File: src/rtl/pipe_buffer_fifo.sv
// rtl/pipe_buffer_fifo.sv - first-word-fall-through FIFO with flush, almost-full and sticky overflow flag
module pipe_buffer_fifo #(
   parameter int DATA_WIDTH = 64,
   parameter int DEPTH      = 4,
   parameter int AF_LEVEL   = DEPTH - 1
) (
   input  logic                         clk,
   input  logic                         rst,
   input  logic                         flush,
   input  logic                         wr_valid,
   output logic                         wr_ready,
   input  logic [DATA_WIDTH-1:0]        wr_data,
   output logic                         rd_valid,
   input  logic                         rd_ready,
   output logic [DATA_WIDTH-1:0]        rd_data,
   output logic [$clog2(DEPTH+1)-1:0]   count,
   output logic                         almost_full,
   output logic                         ovf_err
);
   localparam int ADDR_W = $clog2(DEPTH);
   localparam int CNT_W  = $clog2(DEPTH + 1);
   localparam logic [CNT_W-1:0] FULL_CNT = CNT_W'(DEPTH);
   localparam logic [CNT_W-1:0] AF_CNT   = CNT_W'(AF_LEVEL);

   logic [DATA_WIDTH-1:0] mem [DEPTH];
   logic [ADDR_W-1:0]     wr_ptr;
   logic [ADDR_W-1:0]     rd_ptr;
   logic                  push;
   logic                  pop;

   // No full-bypass: a full FIFO refuses writes even when a pop happens that cycle
   assign wr_ready    = (count != FULL_CNT) & ~rst;
   assign rd_valid    = (count != '0);
   assign rd_data     = rd_valid ? mem[rd_ptr] : '0;
   assign almost_full = (count >= AF_CNT);
   assign push        = wr_valid & wr_ready & ~flush;
   assign pop         = rd_valid & rd_ready & ~flush;

   always_ff @(posedge clk) begin
      if (push) mem[wr_ptr] <= wr_data;
   end

   always_ff @(posedge clk or posedge rst) begin
      if (rst) begin
         wr_ptr <= '0;
         rd_ptr <= '0;
         count  <= '0;
      end else if (flush) begin
         wr_ptr <= '0;
         rd_ptr <= '0;
         count  <= '0;
      end else begin
         if (push) wr_ptr <= wr_ptr + ADDR_W'(1);
         if (pop)  rd_ptr <= rd_ptr + ADDR_W'(1);
         if (push & ~pop)      count <= count + CNT_W'(1);
         else if (pop & ~push) count <= count - CNT_W'(1);
      end
   end

   // Sticky until reset; flush deliberately leaves it alone
   always_ff @(posedge clk or posedge rst) begin
      if (rst)                                          ovf_err <= 1'b0;
      else if (wr_valid & (count == FULL_CNT) & ~flush) ovf_err <= 1'b1;
   end
endmodule

File: config.mk
export PLATFORM = sky130hd
export DESIGN_NAME = pipe_buffer_fifo
export DESIGN_NICKNAME = d
export VERILOG_FILES = /design/src/rtl/pipe_buffer_fifo.sv
export SDC_FILE = /design/constraint.sdc
export NUM_CORES = 1
export LEC_CHECK = 0
export ABC_AREA = 1
export BUFFER_PORTS_ARGS = -buffer_cell sky130_fd_sc_hd__buf_2
export CORE_ASPECT_RATIO = 1.2
export CORE_UTILIZATION = 55
export CTS_CLUSTER_DIAMETER = 120
export DETAILED_ROUTE_END_ITERATION = 10
export PLACE_DENSITY_LB_ADDON = 0.2
export SLEW_MARGIN = 20
export SYNTH_ARGS = -nofsm -noshare
export SYNTH_HDL_FRONTEND = slang
export SYNTH_SLANG_ARGS = --single-unit
export TNS_END_PERCENT = 100
File: constraint.sdc
create_clock -name clk -period 4.8 [get_ports clk]
set_input_delay 1.44 -clock clk [delete_from_list [all_inputs] [get_ports clk]]
set_output_delay 1.44 -clock clk [all_outputs]
set_load 0.03 [all_outputs]
==> results by group, run 1 <==
Run status
  – Status: complete, no violations

Timing
  – Period utilization: 0.815
  – Rel. slew slack: 0.469
  – Final hold vios: 0
  – Worst setup skew after layout: 0.00779 ns
  – Setup violators final: 0
  – Fmax: around 260 MHz
  – Final min period: 3.91 ns
  – RSZ-0062 raised after global routing: no
  – Slew Limit Fails: 0
  – Tightest Pin Transition: 0.797 ns

Yosys
  – Synthesis warning total: 0
  – Syn Nets: 899
  – Cell Area, Synth: 10,400 sq um
  – Synth cell count leaders: nor2_1, edfxtp_1, o21ai_0
  – Yosys cell types: 24
  – Top area cells in the synthesized netlist: edfxtp_1, nor2_1, o21ai_0
  – #FFs+latches synth: between 200 and 300
  – Synth Instances: 825
  – Yosys top cell area share: 0.738
  – Commonest register cell after synthesis: edfxtp_1
  – Synth area leader: edfxtp_1
  – Async set or reset register ratio after synthesis: 0.0303
  – Most frequent cell after synthesis: nor2_1
  – Avg Cell Area, Syn: between 10 and 15 sq um
  – EDFF count, synth: 256
  – Post-synthesis sequential area ratio: 0.757

Global route
  – First-pass GRT wire length: 33,100 microns
  – Initial antenna violation count: 1
  – Vias in the first global route: 6,329
  – Largest net degree at the start of global routing: 130
  – GRT overflow: 0
  – GRT Util Overall: 0.221

CTS
  – H-tree levels: 1
  – CTS tree: done
  – Hold buffers post-CTS: 0
  – Post-CTS setup buffers: 0
  – # resized after CTS: 0
  – Clock Tree Buf Depth: 3
  – Clock buffer count from CTS: 25
  – Worst skew pair latency: approximately 0.51 ns
  – TritonCTS Sinks: between 200 and 300
  – Clock slew seen by the registers of the worst setup and hold paths: 0.07 ns
  – Root buffer cell: clkbuf_16

Floorplanning
  – Starting Density: 0.567
  – Row cnt: 54
  – Die width: about 130 microns
  – Die height: 153 microns
  – Core Area: roughly 18,000 sq um
  – Full die area: 19,500 sq um
  – Ports: 140

Worst setup path
  – Arrival @ worst endpoint: approximately 2.5 ns
  – Worst setup EP type: primary output
  – R2r setup slk: roughly 2.7 ns
  – Startpoint types: register
  – Crit path required time: 3.36 ns
  – Worst r2r src: count[2]
  – Critical path fanouts, max: 38
  – Critical R2R Capture: mem[0][38]
  – R2r worst-path depth: 4
  – Crit Path Category: reg -> out

Drt
  – DRT iter0 DRCs: 529
  – Number of detailed-route iterations in the first pass: 4
  – DRC viols: 0
  – Routed vias: between 6,000 and 7,000
  – Total wire length: ~21,000 microns
  – Vias/cell: ~5.3
  – ANT nets after route: 0
  – Wire per inst: approximately 17 microns

Power
  – Register share of total power: 0.399
  – PD cells: 545 nW/um^2
  – Combinational Power Share: 0.323
  – Leak: 4.39 nW
  – Switching power: 2.39 mW
  – Switch share: 0.362
  – P_int: 4.22 mW
  – Clock power share: 0.278
  – Peak VDD IR: 0.393 mV

Run
  – Max-Cap Viols: 0

Cells and area
  – Area growth from synthesis to layout: 16.6%
  – Fin cells: 1,225
  – Final instance area: 12,100 sq um
  – Fin nets: 1,028
  – Layout cells sized above 1: 0.205

Worst hold path
  – Hold_sp: ovf_err
  – Hold endpoint: ovf_err
  – Hold Crit Depth: 1
  – Hold Path Class: reg -> reg

Placement
  – Dpl cell area: 11,400 sq um
  – GPL Wtd Cong: just under 0.8
  – Final HPWL from detailed placement: about 11,000 microns
  – Placed instance count: 1,179
  – Port bufs: 139
## logic make-up (layout without fill, tap and decap cells)
| family | after synthesis | in the layout | share of synthesized area |
|---|---|---|---|
| flip-flops | 264 | 264 | 0.757 |
| AO/OA/AOI/OAI | 202 | 202 | 0.0982 |
| AND/OR/NAND/NOR | 287 | 287 | 0.106 |
| other | 0 | 1 | 0 |
| XOR/XNOR | 1 | 1 | 0.000841 |
| buffers and inverters | 66 | 213 | 0.0308 |
| adder cells (fa/ha/maj) | 5 | 5 | 0.00673 |
## cells in the final DEF (no fill, tap or decap), drive strengths merged
cell and count:
a21oi 68, a31o 1, buf 150, bufinv 2, clkbuf 30, clkinv 13, dfrtp 8, diode 1
edfxtp 256, fa 1, ha 4, inv 18, nand2 18, nand3 6, nor2 263, o21ai 133
xnor2 1
## metal layers
metal  track usage  routed length [microns]
met1         0.279                     8740
met2         0.391                    10900
met3        0.0344                     1150
met4        0.0678                      450
met5             0                        0
## per-stage QoR
stage | hold WS [ns] | setup TNS [ns] | util | total power, mW | setup WS, ns
6_report | 0.486 | 0 | 0.661 | 6.61 | 0.889
5_1_grt | 0.507 | 0 | 0.661 | 6.91 | 0.773
4_1_cts | 0.486 | 0 | 0.660 | 6.67 | 0.836
3_5_place_dp | 0.471 | 0 | 0.619 | 4.84 | 1.33
3_3_place_gp | 0.464 | 0 | 0.619 | 4.82 | 1.36
2_1_floorplan | 0.513 | -58.52 | - | 4.20 | -0.229
## worst max path at each step
stage,startpoint,endpoint,cells after the start
after floorplan,rst,mem[0][0],3
after detailed placement,rst,mem[0][39],5
after global placement,rst,mem[0][40],5
after CTS,rd_ptr[0],rd_data[0],5
final,rd_ptr[0],rd_data[0],5
after global routing,rd_ptr[0],rd_data[0],5
## cell type report
class                      count  area (sq um)
antenna                        1          2.50
clock buffer                  30           644
clock inverter                15           115
fill                        1365          6240
inverter                      18          67.6
multi-input combinational    495          2240
sequential                   264          7890
tap                          252           315
timing repair buffer         150           866
## critical path, stage by stage (launching register included)
cell     delay (ns)
dfrtp_4        0.50
inv_2          0.34
buf_4          0.42
o21ai_0        0.17
a21oi_1        0.26
buf_2          0.25
## power by group through the flow
stage,combinational [mW],sequential (mW),clock (mW)
after global routing,2.31,2.64,1.95
final,2.13,2.64,1.84
after global placement,2.13,2.68,0
after detailed placement,2.15,2.69,0
after floorplan,1.49,2.71,0
after CTS,2.16,2.64,1.87
## flip-flops by register name, indices dropped and copies added, names as in the netlist
name / count
rd_ptr: 2
ovf_err: 1
wr_ptr: 2
mem: 256
count: 3
Note: power is estimated with default switching activity, not from simulation.
==> run 2: changes to the inputs <==
==> constraint.sdc (replaced) <==
create_clock -name clk -period 4 [get_ports clk]
set_input_delay 1.2 -clock clk [delete_from_list [all_inputs] [get_ports clk]]
set_output_delay 1.2 -clock clk [all_outputs]
set_load 0.03 [all_outputs]
==> results by group, run 2 (synthesis gave the netlist of run 1 again) <==
Placement
  – GPL Wtd Cong: approximately 0.75
  – Port bufs: approximately 140
  – Final HPWL from detailed placement: roughly 11,000 microns
  – Dpl cell area: 11,400 sq um

Drt
  – DRT iter0 DRCs: 392
  – Vias/cell: 5.35
  – Number of detailed-route iterations in the first pass: 5
  – Wire per inst: 17.3 microns
  – DRC viols: 0
  – Total wire length: 21,300 microns
  – ANT nets after route: 0
  – Routed vias: 6,587

Cells and area
  – Most frequent cells in the layout: nor2_1, edfxtp_1, buf_2
  – Final core occ: 0.668
  – Biggest regs: mem (256), count (3)
  – Fin nets: 1,032
  – Max reg flops: about 260
  – Fillers: roughly 1,400
  – Area growth from synthesis to layout: 17.9%
  – Most flops, register: mem
  – Most common cell after layout, fill and taps aside: nor2_1
  – Final instance area: 12,300 sq um
  – Layout cells sized above 1: 0.216

CTS
  – # resized after CTS: 0
  – Clock Tree Buf Depth: 3
  – H-tree levels: 1
  – Clock buffer count from CTS: 26
  – Root buffer cell: clkbuf_16
  – Clock slew seen by the registers of the worst setup and hold paths: 0.06 ns
  – Worst skew pair latency: around 0.52 ns
  – Post-CTS setup buffers: 0
  – CTS tree: done
  – TritonCTS Sinks: 264
  – Hold buffers post-CTS: 0

Worst setup path
  – Crit Path Category: reg -> out
  – Worst setup EP type: primary output
  – Critical path fanouts, max: 46
  – Arrival @ worst endpoint: 2.48 ns
  – Startpoint types: register
  – Crit path required time: around 2.8 ns
  – R2r setup slk: 2.04 ns

Timing
  – RSZ-0062 raised after global routing: no
  – Tightest Pin Transition: about 0.84 ns
  – Fmax: about 270 MHz
  – Period utilization: 0.921
  – Final min period: 3.68 ns
  – Worst setup skew after layout: 0.0101 ns
  – Slew Limit Fails: 0
  – Rel. slew slack: 0.438
  – Setup violators final: 0
  – Final hold vios: 0

Power
  – Peak VDD IR: 0.538 mV
  – Leak: ~4.5 nW
  – Tot Pwr: 8.13 mW
  – PD cells: ~660 nW/um^2

Global route
  – Initial antenna violation count: 2
  – Largest net degree at the start of global routing: 99
  – First-pass GRT wire length: 32,800 microns
  – GRT Util Overall: 0.220
  – Vias in the first global route: 6,335
  – GRT overflow: 0

Floorplanning
  – Row cnt: 54
  – Starting Density: 0.567
  – Die width: 128 microns
  – Die height: 153 microns
  – Ports: 140
  – Full die area: 19,500 sq um
  – Core Area: approximately 18,000 sq um

Worst hold path
  – Hold Path Class: reg -> reg

Run status
  – Status: complete, no violations

Run
  – Max-Cap Viols: 0
[run 2: per-layer routing]
layer  vias up  part of all wire  track usage
met5         -           0.00061            0
met4         2             0.019       0.0711
met3        37             0.054       0.0397
met2       184              0.51        0.382
met1      3180              0.42        0.281
li1       3184                 -            -
[run 2: cell type report]
cell class / instances / area [sq um] / area share
multi-input combinational: 495 / 2240 / 0.182
tap: 252 / 315 / 0.0257
clock buffer: 28 / 679 / 0.0553
inverter: 18 / 67.6 / 0.00550
sequential: 264 / 7890 / 0.643
antenna: 1 / 2.50 / 0.000204
timing repair buffer: 153 / 901 / 0.0734
clock inverter: 20 / 181 / 0.0148
[run 2: metrics by stage]
step,hold slack (ns),setup TNS [ns],std cells,worst slack (ns)
after floorplan,0.513,-201.88,825,-0.789
after global placement,0.448,0,1182,0.897
after detailed placement,0.454,0,1182,0.880
after CTS,0.470,0,1230,0.303
after global routing,0.502,0,1231,0.107
final,0.468,0,1231,0.317
[run 2: worst paths after layout]
check	to	cells after the start	start
worst max-delay path	rd_data[5]	6	rd_ptr[0]
worst min-delay path	ovf_err	1	ovf_err
worst max register to register	mem[3][9]	4	count[2]
worst min register to register	ovf_err	1	ovf_err
max in group asynchronous	rd_ptr[0]	2	rst
min in group asynchronous	count[0]	2	rst
[run 2: worst max-delay path, stage by stage, from the launching register on]
cell and delay [ns]:
dfrtp_4 0.78, buf_4 0.43, nor2_1 0.09, nor2_1 0.09, o21ai_0 0.09, a21oi_1 0.24
buf_2 0.24
[run 2: report_power, final]
group          total, mW  switching [mW]  leakage [nW]  internal (mW)
registers           3.21          0.0853          2.41           3.12
clock network       2.41           0.989         0.420           1.42
logic               2.51            1.84          1.62          0.671
total               8.13            2.91          4.45           5.22
